`src/rtl/output_port_arbiter_if.sv`:
```
// ----------------------------------------------------------------------------
// output_port_arbiter_if
// Bundles the request/flit/credit inputs and the grant/select/status outputs of
// one router output-port arbiter. The clock and reset are not in the bundle;
// they stay as plain ports on the arbiter.
//
// Modports
//   master : side that drives requests/flit ids/credit returns (input VCs, bench)
//   slave  : the arbiter itself
//
// Signals
//   req_i        [IN_N]              input k's current flit is routed here
//   data_vld_i   [IN_N]              input k's VC holds a valid flit
//   flit_id_i    [IN_N*FLIT_ID_W]    flit type of input k at [k*FLIT_ID_W +: FLIT_ID_W]
//   credit_ret_i                     downstream freed one buffer slot
//   grant_o      [IN_N]              one-hot pop of the granted input VC
//   sel_o        [$clog2(IN_N)]      crossbar select
//   out_vld_o                        a flit moves this cycle
//   credit_cnt_o [$clog2(CREDIT_N+1)] registered credit count
//   busy_o                           a packet currently owns the output
//   err_o                            sticky protocol error flag
// ----------------------------------------------------------------------------
interface output_port_arbiter_if #(
    parameter int IN_N      = 5,
    parameter int FLIT_ID_W = 2,
    parameter int CREDIT_N  = 4
);
    logic [IN_N-1:0]                   req_i;
    logic [IN_N-1:0]                   data_vld_i;
    logic [IN_N*FLIT_ID_W-1:0]         flit_id_i;
    logic                              credit_ret_i;
    logic [IN_N-1:0]                   grant_o;
    logic [$clog2(IN_N)-1:0]           sel_o;
    logic                              out_vld_o;
    logic [$clog2(CREDIT_N+1)-1:0]     credit_cnt_o;
    logic                              busy_o;
    logic                              err_o;

    modport master (
        output req_i, data_vld_i, flit_id_i, credit_ret_i,
        input  grant_o, sel_o, out_vld_o, credit_cnt_o, busy_o, err_o
    );

    modport slave (
        input  req_i, data_vld_i, flit_id_i, credit_ret_i,
        output grant_o, sel_o, out_vld_o, credit_cnt_o, busy_o, err_o
    );
endinterface

```
`src/rtl/output_port_arbiter.sv`:
```
// ----------------------------------------------------------------------------
// output_port_arbiter
// Wormhole output-port arbiter with credit flow control for one router output.
// Round-robin picks among inputs presenting a HEAD/HEAD_TAIL flit, then locks
// the output to the winner until its TAIL transfers. A downstream credit
// counter gates every transfer. The grant is combinational (0-cycle) so a new
// packet may win in the cycle right after a tail.
//
// Ports
//   clk_i  : clock, all state on the rising edge
//   rst_i  : synchronous active-high reset
//   bus    : output_port_arbiter_if.slave (requests, flit ids, credit returns
//            in; grant, select, valid, credit count, busy, error out)
//
// Build option
//   OUTARB_ERR_CHK_EN : when defined, err_o is a sticky flag raised by a
//   BODY/TAIL presented in IDLE, a HEAD transferred by the owner while locked,
//   or a credit return with the counter already full. When undefined the
//   checker is absent and err_o is tied low; the datapath is unaffected.
// ----------------------------------------------------------------------------
module output_port_arbiter #(
    parameter int IN_N        = 5,
    parameter int FLIT_ID_W   = 2,
    parameter int CREDIT_N    = 4,
    parameter int OUT_CHAN_ID = 0
) (
    input  logic                  clk_i,
    input  logic                  rst_i,
    output_port_arbiter_if.slave  bus
);
    localparam int SEL_W = $clog2(IN_N);
    localparam int CNT_W = $clog2(CREDIT_N + 1);

    localparam logic [1:0] FID_HEAD = 2'b01;

    typedef enum logic {ST_IDLE = 1'b0, ST_LOCKED = 1'b1} state_t;

    state_t            state_reg, state_next;
    logic [SEL_W-1:0]  owner_reg, owner_next;
    logic [SEL_W-1:0]  rr_ptr_reg, rr_ptr_next;
    logic [SEL_W-1:0]  sel_reg, sel_next;
    logic [CNT_W-1:0]  credit_cnt_reg, credit_cnt_next;
    logic              err_reg;

    logic [IN_N-1:0]   cand;
    logic [IN_N-1:0]   eligible;
    logic [1:0]        fid [IN_N];
    logic [SEL_W-1:0]  winner;
    logic              any_elig;
    logic              can_send;
    logic [IN_N-1:0]   grant;
    logic              xfer;

    // The channel index only labels this instance; no logic depends on it.
    if (OUT_CHAN_ID < 0) begin : g_chan_id_label
    end

    // Per-input decode. Bit 0 of the flit id marks a packet start
    // (HEAD or HEAD_TAIL), bit 1 marks a packet end (TAIL or HEAD_TAIL).
    for (genvar gi = 0; gi < IN_N; gi++) begin : g_in
        assign fid[gi]      = bus.flit_id_i[gi*FLIT_ID_W +: 2];
        assign cand[gi]     = bus.req_i[gi] & bus.data_vld_i[gi];
        assign eligible[gi] = cand[gi] & fid[gi][0];
    end

    assign can_send = (credit_cnt_reg != '0);

    // Round-robin search. Offsets are scanned from the farthest back to the
    // nearest so the last hit (closest to rr_ptr+1) is the one that sticks.
    always_comb begin
        int sum;
        logic [SEL_W-1:0] idx;
        sum      = 0;
        idx      = '0;
        winner   = '0;
        any_elig = 1'b0;
        for (int off = IN_N; off >= 1; off--) begin
            sum = int'(rr_ptr_reg) + off;
            if (sum >= IN_N) sum = sum - IN_N;
            idx = SEL_W'(sum);
            if (eligible[idx]) begin
                winner   = idx;
                any_elig = 1'b1;
            end
        end
    end

    // State register
    always_ff @(posedge clk_i) begin
        if (rst_i) begin
            state_reg      <= ST_IDLE;
            owner_reg      <= '0;
            rr_ptr_reg     <= SEL_W'(IN_N - 1);
            sel_reg        <= '0;
            credit_cnt_reg <= CNT_W'(CREDIT_N);
        end else begin
            state_reg      <= state_next;
            owner_reg      <= owner_next;
            rr_ptr_reg     <= rr_ptr_next;
            sel_reg        <= sel_next;
            credit_cnt_reg <= credit_cnt_next;
        end
    end

    // Output logic: grant and crossbar select. Everything is gated during
    // reset so no VC is popped while the state is being cleared.
    always_comb begin
        grant    = '0;
        sel_next = sel_reg;
        if (rst_i) begin
            sel_next = '0;
        end else begin
            case (state_reg)
                ST_IDLE: begin
                    if (any_elig && can_send) begin
                        grant[winner] = 1'b1;
                        sel_next      = winner;
                    end
                end
                ST_LOCKED: begin
                    sel_next = owner_reg;
                    if (cand[owner_reg] && can_send) grant[owner_reg] = 1'b1;
                end
                default: ;
            endcase
        end
    end

    assign xfer = |grant;

    // Next-state logic: packet locking, round-robin pointer and credits.
    always_comb begin
        state_next      = state_reg;
        owner_next      = owner_reg;
        rr_ptr_next     = rr_ptr_reg;
        credit_cnt_next = credit_cnt_reg;
        case (state_reg)
            ST_IDLE: begin
                if (xfer) begin
                    rr_ptr_next = winner;
                    if (fid[winner] == FID_HEAD) begin
                        state_next = ST_LOCKED;
                        owner_next = winner;
                    end
                end
            end
            ST_LOCKED: begin
                if (xfer && fid[owner_reg][1]) state_next = ST_IDLE;
            end
            default: state_next = ST_IDLE;
        endcase

        // A transfer never happens at zero credits, so the decrement cannot
        // wrap; an increment at full is dropped (saturation).
        if (xfer && !bus.credit_ret_i) begin
            credit_cnt_next = credit_cnt_reg - CNT_W'(1);
        end else if (!xfer && bus.credit_ret_i &&
                     credit_cnt_reg != CNT_W'(CREDIT_N)) begin
            credit_cnt_next = credit_cnt_reg + CNT_W'(1);
        end
    end

`ifdef OUTARB_ERR_CHK_EN
    logic [IN_N-1:0] bad_idle;
    logic            err_set;

    for (genvar gi = 0; gi < IN_N; gi++) begin : g_chk
        assign bad_idle[gi] = cand[gi] & ~fid[gi][0];
    end

    assign err_set = ((state_reg == ST_IDLE) && (|bad_idle)) ||
                     ((state_reg == ST_LOCKED) && xfer && (fid[owner_reg] == FID_HEAD)) ||
                     (!xfer && bus.credit_ret_i && credit_cnt_reg == CNT_W'(CREDIT_N));

    always_ff @(posedge clk_i) begin
        if (rst_i)        err_reg <= 1'b0;
        else if (err_set) err_reg <= 1'b1;
    end
`else
    assign err_reg = 1'b0;
`endif

    assign bus.grant_o      = grant;
    assign bus.sel_o        = sel_next;
    assign bus.out_vld_o    = xfer;
    assign bus.credit_cnt_o = credit_cnt_reg;
    assign bus.busy_o       = (state_reg == ST_LOCKED);
    assign bus.err_o        = err_reg;
endmodule

```
`src/flat_wrapper.sv`:
```
// flat-port wrapper written by rule: the top's interface ports become plain ports
module output_port_arbiter_flat 
#(
    parameter int IN_N        = 5,
    parameter int FLIT_ID_W   = 2,
    parameter int CREDIT_N    = 4,
    parameter int OUT_CHAN_ID = 0
)
  (clk_i, rst_i, bus_req_i, bus_data_vld_i, bus_flit_id_i, bus_credit_ret_i, bus_grant_o, bus_sel_o, bus_out_vld_o, bus_credit_cnt_o, bus_busy_o, bus_err_o);
  output_port_arbiter_if #(.IN_N(IN_N), .FLIT_ID_W(FLIT_ID_W), .CREDIT_N(CREDIT_N)) bus_i ();
  input  logic clk_i;
  input  logic rst_i;
  input wire logic [$bits(bus_i.req_i)-1:0] bus_req_i;
  input wire logic [$bits(bus_i.data_vld_i)-1:0] bus_data_vld_i;
  input wire logic [$bits(bus_i.flit_id_i)-1:0] bus_flit_id_i;
  input wire logic [$bits(bus_i.credit_ret_i)-1:0] bus_credit_ret_i;
  output wire logic [$bits(bus_i.grant_o)-1:0] bus_grant_o;
  output wire logic [$bits(bus_i.sel_o)-1:0] bus_sel_o;
  output wire logic [$bits(bus_i.out_vld_o)-1:0] bus_out_vld_o;
  output wire logic [$bits(bus_i.credit_cnt_o)-1:0] bus_credit_cnt_o;
  output wire logic [$bits(bus_i.busy_o)-1:0] bus_busy_o;
  output wire logic [$bits(bus_i.err_o)-1:0] bus_err_o;
  assign bus_i.req_i = bus_req_i;
  assign bus_i.data_vld_i = bus_data_vld_i;
  assign bus_i.flit_id_i = bus_flit_id_i;
  assign bus_i.credit_ret_i = bus_credit_ret_i;
  assign bus_grant_o = bus_i.grant_o;
  assign bus_sel_o = bus_i.sel_o;
  assign bus_out_vld_o = bus_i.out_vld_o;
  assign bus_credit_cnt_o = bus_i.credit_cnt_o;
  assign bus_busy_o = bus_i.busy_o;
  assign bus_err_o = bus_i.err_o;
  output_port_arbiter #(.IN_N(IN_N), .FLIT_ID_W(FLIT_ID_W), .CREDIT_N(CREDIT_N), .OUT_CHAN_ID(OUT_CHAN_ID)) u_core (.clk_i(clk_i), .rst_i(rst_i), .bus(bus_i));
endmodule
```
`config.mk`:
```
export PLATFORM = sky130hd
export DESIGN_NAME = output_port_arbiter_flat
export DESIGN_NICKNAME = d
export VERILOG_FILES = /design/src/rtl/output_port_arbiter_if.sv /design/src/rtl/output_port_arbiter.sv /design/src/flat_wrapper.sv
export SDC_FILE = /design/constraint.sdc
export NUM_CORES = 1
export LEC_CHECK = 0
export CAP_MARGIN = 0
export CORE_MARGIN = 2
export CORE_UTILIZATION = 40
export CTS_CLUSTER_DIAMETER = 120
export CTS_CLUSTER_SIZE = 16
export DETAILED_ROUTE_END_ITERATION = 8
export GPL_TIMING_DRIVEN = 1
export PLACE_DENSITY = 0.74
export SYNTH_ARGS = -nofsm -noshare
export SYNTH_HDL_FRONTEND = slang
export SYNTH_SLANG_ARGS = --single-unit
```
`constraint.sdc`:
```
create_clock -name clk_i -period 5.83 [get_ports clk_i]
set_input_delay 0.8745 -clock clk_i [delete_from_list [all_inputs] [get_ports clk_i]]
set_output_delay 0.8745 -clock clk_i [all_outputs]
set_load 0.01 [all_outputs]
```
Word level (Yosys, flattened, before mapping):

Cells that the tools add are included.

* register bits: 13
* bits of input ports: 23
* output and inout port bits: 14

* reductions and logical operators: 15
* equality and inequality tests: 2
* magnitude comparators: 16
* mux-type cells: 50
* $add $sub $neg: 12
* bitwise operators: 13

Operators by type and width (number)
* 3-bit two-way mux: 14
* 3-bit by 4-bit less-than comparator with 1-bit output (second input constant): 7
* 4-bit by 3-bit greater-or-equal comparator with 1-bit output (second input constant): 5
* 1-bit binary-select mux with 3-bit select: 6
* 1-bit two-way mux: 16
* 5-bit two-way mux: 3
* 3-bit subtractor (second input constant): 5
* 2-bit binary-select mux with 3-bit select: 2
* 1-bit bitwise AND: 10
* 5-bit case mux with 2 select lines: 1
* 3-bit by 2-bit adder with 4-bit output (second input constant): 2
* 3-bit by 3-bit adder with 4-bit output (second input constant): 2
* 4-bit greater-or-equal comparator (second input constant): 2
* 1-bit logical AND: 8
* 2-bit two-way mux: 4
* 3-bit NOT with 4-bit output: 2
* 1-bit demux with 3-bit select: 2
* 3-bit by 1-bit greater-or-equal comparator with 1-bit output (second input constant): 2
* 3-bit case mux with 2 select lines: 1
* 5-bit OR reduction: 1
* 3-bit by 1-bit adder with 4-bit output (second input constant): 1
* 3-bit by 1-bit adder with 3-bit output (second input constant): 1
* 3-bit inequality test (second input constant): 1
* 3-bit AND reduction: 1
* 8 further kinds: 9

Longest topological paths before layout:

Gate-level depths: netlist of run 1.

* depth after elaboration: 23
* gate-level depth with buffers: 17

Worst setup path before layout of run 1:

OpenSTA, ideal clock, no wires.

* path kind: register to output
* start: reg u_core.rr_ptr_reg[2]
* end: out bus_grant_o[1]
* data arrival time: 3.542 ns
* slack: 1.414 ns
* path buffers: 2
* stages on the path, launching flop included: 15
* required time: 4.956 ns
* cells stage by stage: dfxtp_1 -> buf_6 -> clkbuf_1 -> inv_1 -> ha_1 -> or4bb_1 -> o21ai_1 -> mux4_2 -> a22oi_1 -> nor3b_4 -> a41oi_4 -> and2_1 -> nand3_1 -> nand2_1 -> o22ai_1

* cells in the longest elaborated chain, start to end: 17
* elaborated cells between the ends (all ways): 49
* classes of those cells: add/sub: 10; order compare: 7; mux: 30; reduce/logical: 2

Ends and longest elaborated chain
* from (decl): RTL line output_port_arbiter.sv:40 `logic [SEL_W-1:0] rr_ptr_reg, rr_ptr_next;`
* from (signal assigned): RTL line output_port_arbiter.sv:93 `rr_ptr_reg <= SEL_W'(IN_N - 1);`
* from (signal assigned): RTL line output_port_arbiter.sv:99 `rr_ptr_reg <= rr_ptr_next;`
* 3-bit by 3-bit adder with 4-bit output: RTL line output_port_arbiter.sv:78 `sum = int'(rr_ptr_reg) + off;`
* 4-bit by 3-bit greater-or-equal comparator with 1-bit output or 3-bit subtractor (tied branches): RTL line output_port_arbiter.sv:79 `if (sum >= IN_N) sum = sum - IN_N;`
* 3-bit two-way mux: RTL line output_port_arbiter.sv:79
* 1-bit binary-select mux with 3-bit select: RTL line output_port_arbiter.sv:81 `if (eligible[idx]) begin`
* 1-bit two-way mux (implied by the code): RTL line output_port_arbiter.sv:81
* 3-bit two-way mux (5 in series): RTL line output_port_arbiter.sv:81
* 3-bit by 4-bit less-than comparator with 1-bit output (implied by the code) or 3-bit by 1-bit greater-or-equal comparator with 1-bit output (tied branches): RTL line output_port_arbiter.sv:116 `grant[winner] = 1'b1;`
* 1-bit logical AND (implied by the code): RTL line output_port_arbiter.sv:116
* 1-bit two-way mux (implied by the code): RTL line output_port_arbiter.sv:116
* 1-bit demux with 3-bit select
* 5-bit two-way mux *: RTL line output_port_arbiter.sv:115 `if (any_elig && can_send) begin`
* 5-bit case mux with 2 select lines *: RTL line output_port_arbiter.sv:113 `case (state_reg)`
* 5-bit two-way mux *: RTL line output_port_arbiter.sv:110 `if (rst_i) begin`
* to (decl): RTL line flat_wrapper.sv:17 `output wire logic [$bits(bus_i.grant_o)-1:0] bus_grant_o;`

Mark *: on every way between the ends. The rest lies on a longest branch, timed or not. The select of a mux whose other input is x is not followed.

Worst setup path in the final report of run 1:

* start: reg u_core.rr_ptr_reg[0]
* end: out bus_grant_o[1]

Same word-level chain as after synthesis.

==> flow_summary.ini, run 1 <==
[floorplanning]
fp.dieArea_sq_mm = 0.00623
fp.dieW_um = 78.9
rows = 27
die_y_um = 78.9
core_sq_mm = 0.00547
ios = 37
initial_core_util_pct = 41.0

[clock_tree]
cts_buffers = 3
hold_buffers = 0
clockBufferDepth = 2
clk_latency_ns = 0.25
cts-root-buf = clkbuf_8
clk_pin_slew_ns = 0.05
cts_setup_buffers = 0
htree_levels = 1
cts_sinks = 13
cts_tree = built
cts_resized = 0

[sta]
period_needed_ns = 5.41
period_share_pct = 92.8
skew_ns = 0.00148
slew_violations = 0
worst_pin_slew_ns = 0.594
rsz0062_at_grt = no
final-setup-viol-count = 0
setup_slack_ns = 0.420
fmax_mhz = 185
tns_ns = 0
relSlewSlack_pct = 60.3
finalHoldViolCount = 0

[worst_setup_path]
cp-end-kind = primary output
r2r-start = u_core.rr_ptr_reg[0]
crit_path_top_delay_cell = clkdlybuf4s50_1
cp-start-kind = flip-flop
path_max_fanout = 29
criticalPathCategory = reg -> out
r2r_end = u_core.bus.credit_cnt_o[2]
crit_chain = buf_4 > ha_1 > or4bb_1 > o21ai_1 > mux4_2 > a22oi_1 > nor3b_4 > a41oi_4 > and2_1 > nand3_1 > nand2_1 > o22ai_1 > clkdlybuf4s50_1
slowest_delay_ns = 0.58
r2r_setup_slack_ns = 1.49
crit_required_ns = 4.96
critical_path_arrival_ns = 4.54
r2r.worst_path.cells = 14

[drt]
vias_per_cell = 6.13
drcViolationCount = 0
firstDrtPassIters = 4
drt-initial-drc-count = 179
vias = 2384
wl_um = 6340
wl_per_cell_um = 16.3
drtAntennaViolNets = 0

[place]
pre_cts_ws_ns = 0.756
dp_hpwl_um = 4850
gp_routability_congestion = 0.873
port_buffers = 35

[logic_synthesis]
avgSynthCellArea_sq_um = 7.77
ys_seq_area_share_pct = 11.6
yosysWarnings = 0
synth_flop_cell = dfxtp_1
syn_area_sq_mm = 0.00225
ys_types = 77
synth_top_area_share_pct = 11.6
syn-num-nets = 325
synthArstFlopShare_pct = 0
yosys_register_bits = 13
synth_cells = 289
synth_area_leaders = dfxtp_1 12%, ha_1 6.1%, mux2i_1 4.5%, nor2_1 4.0%, nand2_1 3.5%
synth_edf_count = 0
synth_top_cell_by_area = dfxtp_1

[global_route]
grt_max_degree = 30
grt_pass1_wl_um = 10800
overflow = 0
gr-usage-all-layers_pct = 21.1
grt_pass1_vias = 2319
antenna_found_initial = 0

[power_and_ir_drop]
combinationalPowerShare_pct = 83.7
pwr-share-seq_pct = 10.6
p_int_uw = 672
irDropWorstVdd_v = 0.000304
p_leak_uw = 0.000940
pwr-share-clk_pct = 5.8
p_switching_uw = 760
power.density_mw_per_mm2 = 534
swShare_pct = 53.1

[final_layout]
layout_commonest_cell = clkdlybuf4s50_1
drive_gt1_share_pct = 10.7
layout_common_cells = 35 x clkdlybuf4s50_1, 24 x nor2_1, 21 x nand2_1
area_growth_pct = 19.5
n_antenna_cell = 0
nNetsFinal = 354
fillers = 567

[min_path]
hold_class = reg -> reg
hold_path_depth = 2
hold_path_end = u_core.bus.credit_cnt_o[1]
hp-start = u_core.bus.credit_cnt_o[1]

[flow_run]
max-cap-violations = 0

[outcome]
outcome = complete, no violations
critical path: cells and delay by family, from the launching register on:
kind,cells,cell delay (ns)
buffers and inverters,2,0.88
multiplexers,1,0.56
AND/OR/NAND/NOR,5,1.35
adder cells (fa/ha/maj),1,0.43
AO/OA/AOI/OAI,4,0.74
flip-flops,1,0.33
through the flow:
step	util, %	power (uW)	std cells	cell area (sq um)	hold WS, ns
floorplan	-	1040	289	2250	0.560
global placement	48.2	1310	385	2640	0.555
detailed placement	48.2	1330	385	2640	0.557
CTS	49.0	1420	389	2680	0.565
global route	49.0	1560	389	2680	0.592
finish	49.0	1430	389	2680	0.563
cell families (layout without fill, tap and decap cells):
logic type | Yosys count | count (layout) | synth area share [%]
buffers and inverters | 28 | 56 | 5.79
xor gates and xnor gates | 3 | 3 | 1.50
DFF | 13 | 13 | 11.6
AOI/OAI and AO/OA | 90 | 90 | 33.7
muxes | 14 | 14 | 7.58
and+or+nand+nor | 127 | 127 | 31.8
adders and majority gates | 13 | 13 | 7.91
other | 1 | 1 | 0.167
power by group through the flow:
stage	clock (uW)	sequential (uW)	combinational [uW]
2_1_floorplan	0	152	884
3_3_place_gp	0	152	1160
3_5_place_dp	0	152	1180
4_1_cts	82.6	151	1190
5_1_grt	87.4	156	1320
6_report	82.4	151	1200
routing by layer:
layer  vias to the layer above  GRT usage [%]  wire length (um)
li1                       1151              -                 -
met1                      1125           28.3              2930
met2                       100           36.2              2980
met3                         8           2.27               384
met4                         0           5.17                51
met5                         -              0                 0
layout make-up:
cell class,instances,area [sq um],share of cell area [%]
Sequential cell,13,260,9.70
Tap cell,72,90.1,3.36
Inverter,12,45.0,1.68
Clock buffer,4,45.0,1.68
Timing Repair Buffer,40,388,14.5
Multi-Input combinational cell,248,1860,69.1
worst max path at each step:
| stage | start | end | slack, ns |
|---|---|---|---|
| final | u_core.rr_ptr_reg[0] | bus_grant_o[1] | 0.42 |
| after detailed placement | u_core.rr_ptr_reg[0] | bus_grant_o[1] | 0.76 |
| after global routing | u_core.rr_ptr_reg[0] | bus_grant_o[1] | 0.21 |
| after global placement | u_core.rr_ptr_reg[0] | bus_grant_o[1] | 0.82 |
| after floorplan | u_core.rr_ptr_reg[2] | bus_grant_o[1] | 1.41 |
| after CTS | u_core.rr_ptr_reg[0] | bus_grant_o[1] | 0.45 |
synth_stat cells, types with 4 or more instances:
| cell type | instances |
|---|---|
| or2_2 | 4 |
| inv_1 | 9 |
| o21ai_0 | 13 |
| a211oi_1 | 9 |
| ha_1 | 11 |
| and3_1 | 8 |
| nand3_1 | 15 |
| nor2_1 | 24 |
| and2_1 | 5 |
| o21ai_1 | 7 |
| buf_2 | 5 |
| clkbuf_1 | 8 |
| dfxtp_1 | 13 |
| nor2b_1 | 9 |
| mux2i_1 | 10 |
| o2111ai_1 | 5 |
| a21oi_1 | 11 |
| nor3_1 | 8 |
| o211ai_1 | 5 |
| nand2b_1 | 8 |
| nand2_1 | 21 |
Note: power is estimated with default switching activity, not from simulation.
==> run 2, diff against run 1 <==
--- a/config.mk
+++ b/config.mk
@@ -12,7 +12,7 @@
 export CTS_CLUSTER_SIZE = 16
 export DETAILED_ROUTE_END_ITERATION = 8
 export GPL_TIMING_DRIVEN = 1
-export PLACE_DENSITY = 0.74
+export PLACE_DENSITY = 0.63
 export SYNTH_ARGS = -nofsm -noshare
 export SYNTH_HDL_FRONTEND = slang
 export SYNTH_SLANG_ARGS = --single-unit
==> flow_summary.ini, run 2 (synthesized netlist as in run 1, its figures left out) <==
[outcome]
outcome = complete, no violations

[global_route]
grt_pass1_vias = 2206
grt_max_degree = 24
antenna_found_initial = 0
overflow = 0
gr-usage-all-layers_pct = 20.9
grt_pass1_wl_um = 10600

[floorplanning]
core_sq_mm = 0.00547
fp.dieW_um = 78.9
die_y_um = 78.9
initial_core_util_pct = 41.0
fp.dieArea_sq_mm = 0.00623
rows = 27
ios = 37

[drt]
wl_um = 6460
vias = 2365
drtAntennaViolNets = 0
firstDrtPassIters = 4
drcViolationCount = 0
vias_per_cell = 6.10
wl_per_cell_um = 16.7
drt-initial-drc-count = 157

[worst_setup_path]
criticalPathCategory = reg -> out
cp-startpoint = u_core.rr_ptr_reg[1]
cp-end-kind = primary output
critical_path_arrival_ns = 4.60
crit_required_ns = 4.96
path_max_fanout = 10
r2r-start = u_core.rr_ptr_reg[1]
cp-start-kind = flip-flop

[final_layout]
n_antenna_cell = 0
final_cells = 388
layout_commonest_cell = clkdlybuf4s50_1
seq_area_sq_um = 260
area_growth_pct = 19.2
fillers = 547
multi_input_area_sq_mm = 0.00186
final_core_util_pct = 48.9
drive_gt1_share_pct = 10.4
nNetsFinal = 353
layout_common_cells = 35 x clkdlybuf4s50_1, 24 x nor2_1, 21 x nand2_1

[clock_tree]
cts_setup_buffers = 0
hold_buffers = 0
cts_buffers = 3
htree_levels = 1
cts-root-buf = clkbuf_8
cts_sinks = 13
clk_latency_ns = 0.25
cts_tree = built
clockBufferDepth = 2
clk_pin_slew_ns = 0.05
cts_resized = 0

[sta]
slew_violations = 0
period_needed_ns = 5.47
skew_ns = 0.00508
relSlewSlack_pct = 59.2
final-setup-viol-count = 0
fmax_mhz = 183
hold_slack_ns = 0.572
tns_ns = 0
rsz0062_at_grt = no
period_share_pct = 93.9
finalHoldViolCount = 0
worst_pin_slew_ns = 0.612

[place]
port_buffers = 35
gp_routability_congestion = 0.848
dp.cells = 384
dp_hpwl_um = 5030

[power_and_ir_drop]
power.total_uw = 1420
irDropWorstVdd_v = 0.000278
p_leak_uw = 0.000934
power.density_mw_per_mm2 = 532

[min_path]
hp-start = u_core.bus.credit_cnt_o[1]
hold_class = reg -> reg

[flow_run]
max-cap-violations = 0
run 2: cell types whose count changed in the layout (fill, tap and decap cells not counted):
cell | previous run | this run
buf_4 | 5 | 4
run 2: power by group:
group / internal, uW / total [uW] / switching, uW
clock: 48.3 / 82.6 / 34.2
combinational: 498 / 1180 / 682
sequential: 119 / 163 / 43.8
total: 665 / 1420 / 760
run 2: final cells by class:
class                      instances  share of cell area [%]
tap                               72                    3.37
inverter                          12                    1.68
multi-input combinational        248                    69.3
timing repair buffer              39                    14.2
sequential                        13                    9.72
clock buffer                       4                    1.68
run 2: routing by layer:
layer	part of all wire (%)	vias to the layer above	routed length (um)	global-route usage (%)
li1	-	1143	-	-
met1	47	1134	3060	29.0
met2	46	76	3000	34.4
met3	4.4	12	286	1.70
met4	1.9	0	122	6.72
met5	0	-	0	0
run 2: through the flow:
step	setup WS (ns)	cell area (sq um)
2_1_floorplan	1.41	2250
3_3_place_gp	0.704	2630
3_5_place_dp	0.666	2630
4_1_cts	0.378	2680
5_1_grt	0.00988	2680
6_report	0.356	2680
run 2: worst paths after layout:
path | endpoint | slack, ns | depth (start not counted)
max | bus_grant_o[0] | 0.36 | 13
min reg2reg | u_core.bus.credit_cnt_o[1] | 0.57 | 2
max reg2reg | u_core.bus.credit_cnt_o[2] | 1.40 | 14
min | u_core.bus.credit_cnt_o[1] | 0.57 | 2
run 2: worst max-delay path, stage by stage, from the launching register on:
cell	delay [ns]
dfxtp_1	0.55
inv_1	0.23
ha_1	0.26
ha_1	0.34
or2_2	0.31
o21ai_0	0.29
nand4_1	0.29
and2_1	0.31
a41oi_4	0.34
nand2_1	0.19
nor3_1	0.42
a21oi_1	0.14
nor2_1	0.13
clkdlybuf4s50_1	0.56
==> run 3, diff against run 2 <==
--- a/config.mk
+++ b/config.mk
@@ -13,6 +13,7 @@
 export DETAILED_ROUTE_END_ITERATION = 8
 export GPL_TIMING_DRIVEN = 1
 export PLACE_DENSITY = 0.63
+export SKIP_LAST_GASP = 1
 export SYNTH_ARGS = -nofsm -noshare
 export SYNTH_HDL_FRONTEND = slang
 export SYNTH_SLANG_ARGS = --single-unit
==> results of run 3 <==
Same layout as run 2: the final DEF is identical, and so are final timing and power.
